===== config.mk =====
export PLATFORM = sky130hd
export DESIGN_NAME = alu_seq_exec
export DESIGN_NICKNAME = d
export VERILOG_FILES = /design/src/rtl/alu_seq_exec.sv
export SDC_FILE = /design/constraint.sdc
export NUM_CORES = 1
export LEC_CHECK = 0
export ABC_CLOCK_PERIOD_IN_PS = 7230
export BUFFER_PORTS_ARGS = -buffer_cell sky130_fd_sc_hd__buf_2
export CORE_MARGIN = 2
export CORE_UTILIZATION = 41
export CTS_BUF_LIST = sky130_fd_sc_hd__clkbuf_2
export DETAILED_ROUTE_END_ITERATION = 10
export PLACE_DENSITY = 0.6
export SYNTH_ARGS = -nofsm -noshare
export SYNTH_HDL_FRONTEND = slang
export SYNTH_SLANG_ARGS = --single-unit

===== constraint.sdc =====
create_clock -name clk -period 7.23 [get_ports clk]
set_input_delay 1.446 -clock clk [delete_from_list [all_inputs] [get_ports clk]]
set_output_delay 1.446 -clock clk [all_outputs]
set_load 0.1 [all_outputs]

===== src/rtl/alu_seq_exec.sv =====
// alu_seq_exec: execute stage behind the ALU control decoder.
// ADD, SUB and LUI finish one cycle after acceptance. MUL is an iterative shift-add
// that takes DATA_WIDTH iterations.
// Optional macro ALU_SEQ_DIV_EN adds DIVU (0100) and REMU (0101) as a restoring
// divider. The divider reuses the RUN state and the iteration counter. Without the
// macro these codes are unsupported.
// Ports:
//   clk, reset       rising-edge clock; synchronous active-high reset
//   start_i          request valid, accepted only while ready_o=1
//   ALU_Operation_i  4-bit operation code
//   A_i, B_i         operands, latched at the accept edge
//   ready_o          high in IDLE
//   busy_o           high in RUN
//   done_o           one-cycle completion pulse
//   ALU_Result_o     registered result, held until the next completion
//   Zero_o           high when ALU_Result_o == 0
//   illegal_op_o     pulses with done_o for unsupported codes
module alu_seq_exec #(
  parameter int unsigned DATA_WIDTH = 32,
  parameter int unsigned CNT_WIDTH  = 6
) (
  input  logic                  clk,
  input  logic                  reset,
  input  logic                  start_i,
  input  logic [3:0]            ALU_Operation_i,
  input  logic [DATA_WIDTH-1:0] A_i,
  input  logic [DATA_WIDTH-1:0] B_i,
  output logic                  ready_o,
  output logic                  busy_o,
  output logic                  done_o,
  output logic [DATA_WIDTH-1:0] ALU_Result_o,
  output logic                  Zero_o,
  output logic                  illegal_op_o
);

  localparam logic [3:0] OP_ADD  = 4'b0000;
  localparam logic [3:0] OP_SUB  = 4'b0001;
  localparam logic [3:0] OP_LUI  = 4'b0010;
  localparam logic [3:0] OP_MUL  = 4'b0011;
`ifdef ALU_SEQ_DIV_EN
  localparam logic [3:0] OP_DIVU = 4'b0100;
  localparam logic [3:0] OP_REMU = 4'b0101;
`endif
  localparam logic [CNT_WIDTH-1:0] LAST_CNT = CNT_WIDTH'(DATA_WIDTH - 1);

  typedef enum logic [1:0] {ST_IDLE, ST_RUN, ST_DONE} state_t;

  state_t                state, state_d;
  logic [CNT_WIDTH-1:0]  cnt, cnt_d;
  // op_a: multiplicand, or dividend that shifts into the quotient.
  // op_b: multiplier, or divisor.
  // acc:  product accumulator, or partial remainder.
  logic [DATA_WIDTH-1:0] op_a, op_a_d;
  logic [DATA_WIDTH-1:0] op_b, op_b_d;
  logic [DATA_WIDTH-1:0] acc, acc_d;
  logic                  ill_pend, ill_pend_d;
  logic [DATA_WIDTH-1:0] res_d;
  logic                  ready_d, busy_d, done_d, zero_d, illegal_d;
  logic [DATA_WIDTH-1:0] mul_sum;

  // One shift-add step: add the multiplicand when the multiplier LSB is set.
  assign mul_sum = acc + (op_b[0] ? op_a : '0);

`ifdef ALU_SEQ_DIV_EN
  logic [3:0]            op_q, op_q_d;
  logic [DATA_WIDTH:0]   div_shift, div_diff;
  logic                  div_ge;

  // One restoring-division step. Bring the next dividend bit into the remainder and
  // try to subtract the divisor. A zero divisor always "fits", so the quotient
  // becomes all ones and the remainder ends up equal to A.
  assign div_shift = {acc, op_a[DATA_WIDTH-1]};
  assign div_diff  = div_shift - {1'b0, op_b};
  assign div_ge    = ~div_diff[DATA_WIDTH];
`endif

  // State and datapath registers
  always_ff @(posedge clk) begin
    if (reset) begin
      state        <= ST_IDLE;
      cnt          <= '0;
      op_a         <= '0;
      op_b         <= '0;
      acc          <= '0;
      ill_pend     <= 1'b0;
      ALU_Result_o <= '0;
      Zero_o       <= 1'b1;
      ready_o      <= 1'b1;
      busy_o       <= 1'b0;
      done_o       <= 1'b0;
      illegal_op_o <= 1'b0;
`ifdef ALU_SEQ_DIV_EN
      op_q         <= '0;
`endif
    end else begin
      state        <= state_d;
      cnt          <= cnt_d;
      op_a         <= op_a_d;
      op_b         <= op_b_d;
      acc          <= acc_d;
      ill_pend     <= ill_pend_d;
      ALU_Result_o <= res_d;
      Zero_o       <= zero_d;
      ready_o      <= ready_d;
      busy_o       <= busy_d;
      done_o       <= done_d;
      illegal_op_o <= illegal_d;
`ifdef ALU_SEQ_DIV_EN
      op_q         <= op_q_d;
`endif
    end
  end

  // Next-state, datapath and output logic
  always_comb begin
    state_d    = state;
    cnt_d      = cnt;
    op_a_d     = op_a;
    op_b_d     = op_b;
    acc_d      = acc;
    ill_pend_d = ill_pend;
    res_d      = ALU_Result_o;
`ifdef ALU_SEQ_DIV_EN
    op_q_d     = op_q;
`endif

    unique case (state)
      ST_IDLE: begin
        if (start_i) begin
          ill_pend_d = 1'b0;
`ifdef ALU_SEQ_DIV_EN
          op_q_d     = ALU_Operation_i;
`endif
          state_d    = ST_DONE;
          case (ALU_Operation_i)
            OP_ADD: res_d = A_i + B_i;
            OP_SUB: res_d = A_i - B_i;
            OP_LUI: res_d = B_i;
`ifdef ALU_SEQ_DIV_EN
            OP_MUL, OP_DIVU, OP_REMU: begin
`else
            OP_MUL: begin
`endif
              op_a_d  = A_i;
              op_b_d  = B_i;
              acc_d   = '0;
              cnt_d   = '0;
              state_d = ST_RUN;
            end
            default: begin
              res_d      = '0;
              ill_pend_d = 1'b1;
            end
          endcase
        end
      end

      ST_RUN: begin
        cnt_d = cnt + CNT_WIDTH'(1);
`ifdef ALU_SEQ_DIV_EN
        if (op_q == OP_MUL) begin
          acc_d  = mul_sum;
          op_a_d = op_a << 1;
          op_b_d = op_b >> 1;
        end else begin
          acc_d  = div_ge ? div_diff[DATA_WIDTH-1:0] : div_shift[DATA_WIDTH-1:0];
          op_a_d = {op_a[DATA_WIDTH-2:0], div_ge};
        end
        if (cnt == LAST_CNT) begin
          state_d = ST_DONE;
          res_d   = (op_q == OP_DIVU) ? op_a_d : acc_d;
        end
`else
        acc_d  = mul_sum;
        op_a_d = op_a << 1;
        op_b_d = op_b >> 1;
        if (cnt == LAST_CNT) begin
          state_d = ST_DONE;
          res_d   = acc_d;
        end
`endif
      end

      ST_DONE: begin
        state_d = ST_IDLE;
      end

      default: state_d = ST_IDLE;
    endcase

    // The flags are registered from the next state, so they line up with the state register.
    ready_d   = (state_d == ST_IDLE);
    busy_d    = (state_d == ST_RUN);
    done_d    = (state_d == ST_DONE);
    illegal_d = (state_d == ST_DONE) && ill_pend_d;
    zero_d    = (res_d == '0);
  end

endmodule


After elaboration in Yosys (flattened, before gate mapping):

Cells that the tools add are included.

* bits in registers: 142
* logic and storage cells: 57
* input port bits: 71
* output and inout bits: 37

* add/sub/neg operators: 4
* reduce and logical (&&, ||, !) cells: 8
* muxes and demuxes: 24
* equal/unequal tests: 9

Operator list (number)
* 32-bit two-way mux: 9
* 32-bit case mux with 2 select lines: 4
* 32-bit case mux with 4 select lines: 1
* 32-bit adder: 2
* 32-bit logical NOT: 1
* 32-bit subtractor: 1
* 6-bit two-way mux: 2
* 6-bit case mux with 2 select lines: 1
* 4-bit by 2-bit == test with 1-bit output, second input constant: 2
* 6-bit by 1-bit adder with 6-bit output, second input constant: 1
* 6-bit by 5-bit == test with 1-bit output, second input constant: 1
* 2-bit two-way mux: 3
* 2-bit by 1-bit == test with 1-bit output, second input constant: 2
* 4-bit by 1-bit == test with 1-bit output, second input constant: 1
* 2-bit logical NOT: 2
* 4-bit logical NOT: 1
* 2-bit case mux with 2 select lines: 1
* 4-bit OR reduction: 1
* 1-bit two-way mux: 3
* 3-bit AND reduction: 1
* 2-bit == test, second input constant: 1
* 2-bit by 1-bit != test with 1-bit output, second input constant: 1
* 2-bit != test, second input constant: 1
* 2-bit nonzero test: 1
* 1-bit logical AND: 1

Logic depth before layout (Yosys ltp):

* depth after elaboration: 6
* depth in mapped cells: 22
* gate-level depth less buffers: 21

Worst setup path after synthesis:

No wires, ideal clock.

* path type: input-to-reg
* start: in ALU_Operation_i[1]
* end: reg Zero_o
* setup time: 0.096 ns
* arrival time: 5.313 ns
* setup slack: 1.821 ns
* data required time: 7.134 ns
* buffers on the path: 2
* stages on the path: 16
* cell sequence: clkbuf_1 or4b_1 clkbuf_1 o21ai_0 inv_1 ha_1 nand2b_1 a211oi_1 o2111ai_1 a21o_1 a21boi_0 xor2_1 a221o_2 a2111oi_0 nand4_1 o41ai_2

* longest elaborated chain between the ends: 5
* elaborated cells on any way between the ends: 8
* classes of those cells: eq/ne (3); mux (3); reduce/logical (2)

Ends and longest elaborated chain
* start, declared: RTL line 25 `input logic [3:0] ALU_Operation_i,`
* 4-bit by 2-bit == test with 1-bit output, or another cell as far along: RTL line 135 `case (ALU_Operation_i)`
* 32-bit case mux with 4 select lines (*): RTL line 135
* 32-bit two-way mux (*): RTL line 129 `if (start_i) begin`
* 32-bit case mux with 2 select lines (*): RTL line 127 `unique case (state)`
* 32-bit logical NOT (*): RTL line 196 `zero_d = (res_d == '0);`
* end signal, assigned: RTL line 103 `Zero_o <= zero_d;`
* end, declared: RTL line 32 `output logic Zero_o,`

Every way passes the cells marked *; elsewhere a longest branch is shown, timed or not.
A chain may end at the register's enable or synchronous reset.

Worst setup path after layout:

Ends and elaborated chain as after synthesis.

==> metrics.csv <==
stage;metric;value;unit
synthesis;mapped cell area;10750;um2
synthesis;most used flip-flop cell after synthesis;dfxtp_1;
floorplanning;Starting Density;41.47;%
clock_tree;clock-pin slew on the worst setup and hold paths;0.25;ns
synthesis;Net Count, Synth;1558;
global_routing;antenna violations before repair;1;
cells_and_area;most frequent cells in the layout;nor2_1, dfxtp_1, nand2_1;
pwr;sequential power share;45.8;%
timing;worst slew pin tran;1.128;ns
route;final antenna-violating net count;0;
synthesis;number of flops mapped to enable cells by yosys;0;
synthesis;cells after synthesis;1421;
synthesis;register area share after synthesis;26.45;%
pwr;pwr dens;153.0;nW/um2
route;drt first pass iters;7;
clock_tree;post-CTS sizing;0;
route;DRC viols;0;
critical_path;Critical Path AT;6.19;ns
route;via count;11265;
synthesis;Netlist cell types;86;
synthesis;Compound-Gate Fraction of Synth Area;28.15;%
clock_tree;Clock Root Buffer;clkbuf_2;
global_routing;global route total overflow;0;
flow_run;max_cap viols;0;
critical_path;CP Max Fanout;22;
pwr;Clk pwr share;26.8;%
cells_and_area;Filler cells;2653;
timing;Setup TNS Final;0;ns
global_routing;vias in the first global route;10397;
clock_tree;CTS tree;yes;
critical_path;Worst setup SP type;primary input;
pwr;Int Pwr;1.065;mW
cells_and_area;Layout area overhead;8.860;%
timing;RSZ-0062 raised after global routing;false;
outcome;status;finished, final reports clean;
timing;final setup vio count;0;
synthesis;Synth async-reset ratio;0;%
floorplanning;boundary pin count;108;
place;global placement routability congestion;0.9517;
critical_path;critical path class;primary input to register;
floorplanning;die area;27520;um2
timing;minimum hold slack;0.4772;ns
floorplanning;Core Area;25910;um2
place;Cell Area, Placed;11480;um2
synthesis;Synth top area share;26.45;%
timing;final worst-path cycle share;76.03;%
timing;Slew Viols, Final;0;
timing;Final Critical Period;5.497;ns
clock_tree;Num CTS Buffers;17;
cells_and_area;most common cell after layout, fill and taps aside;nor2_1;
place;hpwl dp;28570;um
timing;Fmax;181.9;MHz
timing;final number of hold-violating endpoints;0;
pwr;switching share of power;40.49;%
critical_path;Crit path required time;7.93;ns
floorplanning;Chip Width;165.9;um
cells_and_area;Finished Cell Area;11700;um2
timing;clock skew;0.05730;ns
critical_path;Critical Path Sink Type;register;
synthesis;Synth Area in Adders;7.824;%
global_routing;GRT Total Usage;26.67;%
critical_path;setup slack, reg-to-reg;2.38;ns
synthesis;YS warnings;0;
route;Iter 0 DRT Violations;1407;
synthesis;xor/xnor cell area share of the yosys netlist;5.949;%
hold_path;Min-Delay Path Class;register to register;
route;Routed WL;37850;um
pwr;Combinational Power Share;27.4;%
synthesis;ranking of synthesized cells by area;dfxtp_1, nor2_1, ha_1;
floorplanning;Site Rows;59;
clock_tree;post-CTS setup buffer count;0;
clock_tree;hold buffer count at CTS;0;
synthesis;post-synthesis mux area share;1.048;%
synthesis;FF+latch count, synth;142;
timing;Slew headroom;24.64;%
clock_tree;CTS HTree Levels;4;
clock_tree;CTS Buffer Depth;2;
place;number of port buffers;107;
synthesis;Synth area leader;dfxtp_1;
pwr;VDD IR-drop max;0.07576;mV
pwr;total power draw;1.790;mW
pwr;Pleak;4.784;nW
global_routing;first-pass GRT wire length;58640;um
synthesis;largest family of logic cells by synthesized area;compound AO/OA/AOI/OAI gates;
synthesis;Syn Area/Cell;7.563;um2
pwr;P_sw;0.7246;mW
cells_and_area;Nets;1615;
route;Vias per Instance;6.159;
synthesis;post-synthesis simple-gate area fraction;26.52;%
route;wire per inst;20.69;um
floorplanning;die height;165.9;um
global_routing;pin count of the biggest net entering global routing;90;
clock_tree;CTS sink cnt;142;
clock_tree;worst skew pair latency;0.79;ns
cells_and_area;layout cells sized above 1;13.35;%
registers in the layout, indices dropped and copies added, names as in the netlist:
name,cells
done_o,1
state,2
acc,32
ill_pend,1
op_a,32
busy_o,1
ready_o,1
cnt,6
ALU_Result_o,32
illegal_op_o,1
op_b,32
Zero_o,1
stage by stage:
stage | std cells | util, % | setup WS [ns]
6_report | 1829 | 45.15 | 1.733
5_1_grt | 1829 | 45.15 | 1.319
4_1_cts | 1826 | 45.12 | 1.786
3_5_place_dp | 1794 | 44.30 | 0.9647
3_3_place_gp | 1794 | 44.30 | 1.083
2_1_floorplan | 1421 | - | 1.821
Yosys cell counts, types with 6 or more instances:
library cell    n
ha_1           64
o211a_1         6
or3_1          11
o211ai_1       13
dfxtp_1       142
a221oi_1       11
xnor2_1        37
and2_1         45
xor2_1         36
a211oi_1       17
o31ai_1        10
o41ai_1         7
a21o_1         13
nand3b_1        6
and3_1         14
mux2i_1         9
nor3_1         50
nand2b_1        9
o21ai_0        92
a22o_1          7
nand4_1        12
nor2_1        242
a21oi_1        97
a222oi_1       40
o21bai_1        8
a211o_1         6
inv_1          19
nand3_1        29
nor2b_1         7
o2111ai_1       9
or2_2          12
nand2_1       110
a22oi_1        33
o21a_1         16
a31oi_1         7
clkbuf_1       75
logic make-up (layout without fill, tap and decap cells):
| group | after synthesis | in the layout |
|---|---|---|
| AND/OR/NAND/NOR | 590 | 590 |
| AO/OA/AOI/OAI | 436 | 436 |
| flip-flops | 142 | 142 |
| buffers and inverters | 103 | 173 |
| XOR/XNOR | 73 | 73 |
| adder cells (fa/ha/maj) | 66 | 66 |
| multiplexers | 11 | 11 |
| other | 0 | 3 |
layer usage:
metal | routed length (um) | vias to the layer above | GRT usage [%]
li1 | - | 5395 | -
met1 | 17410 | 5345 | 38.70
met2 | 16320 | 460 | 40.34
met3 | 3156 | 65 | 4.457
met4 | 956 | 0 | 8.280
met5 | 0 | - | 0
power groups by stage:
stage                     Clock (mW)  Sequential (mW)  Combinational [mW]
after floorplan                    0            0.887               0.281
after global placement             0            0.833               0.481
after detailed placement           0            0.834               0.479
after CTS                      0.484            0.820               0.481
after global routing           0.521            0.823               0.531
final                          0.479            0.820               0.490
final timing paths:
check                          start  endpoint  depth (start not counted)
hold / removal                acc[9]    acc[9]                          2
setup / recovery  ALU_Operation_i[1]    Zero_o                         15
hold reg to reg               acc[9]    acc[9]                          2
setup reg to reg             op_b[0]    Zero_o                         13
area by class of cell:
cell class,count,area (um2),share of cell area (%)
clock inverter,14,122.6,1.048
antenna,3,7.507,0.06417
tap,335,419.2,3.583
clock buffer,18,90.09,0.7701
inverter,19,71.32,0.6096
multi-input combinational,1176,7495,64.06
timing repair buffer,122,650.6,5.562
sequential,142,2843,24.30
critical path, stage by stage:
cell       delay [ns]
buf_2            0.16
or4b_1           0.91
o21ai_0          0.45
inv_1            0.08
ha_1             0.28
nand2b_1         0.07
a211oi_1         0.54
o2111ai_1        0.35
a21o_1           0.28
a21boi_0         0.27
xor2_1           0.13
a221o_2          0.39
a2111oi_0        0.35
nand4_1          0.17
o41ai_2          0.32
Note: power is estimated with default switching activity, not from simulation.
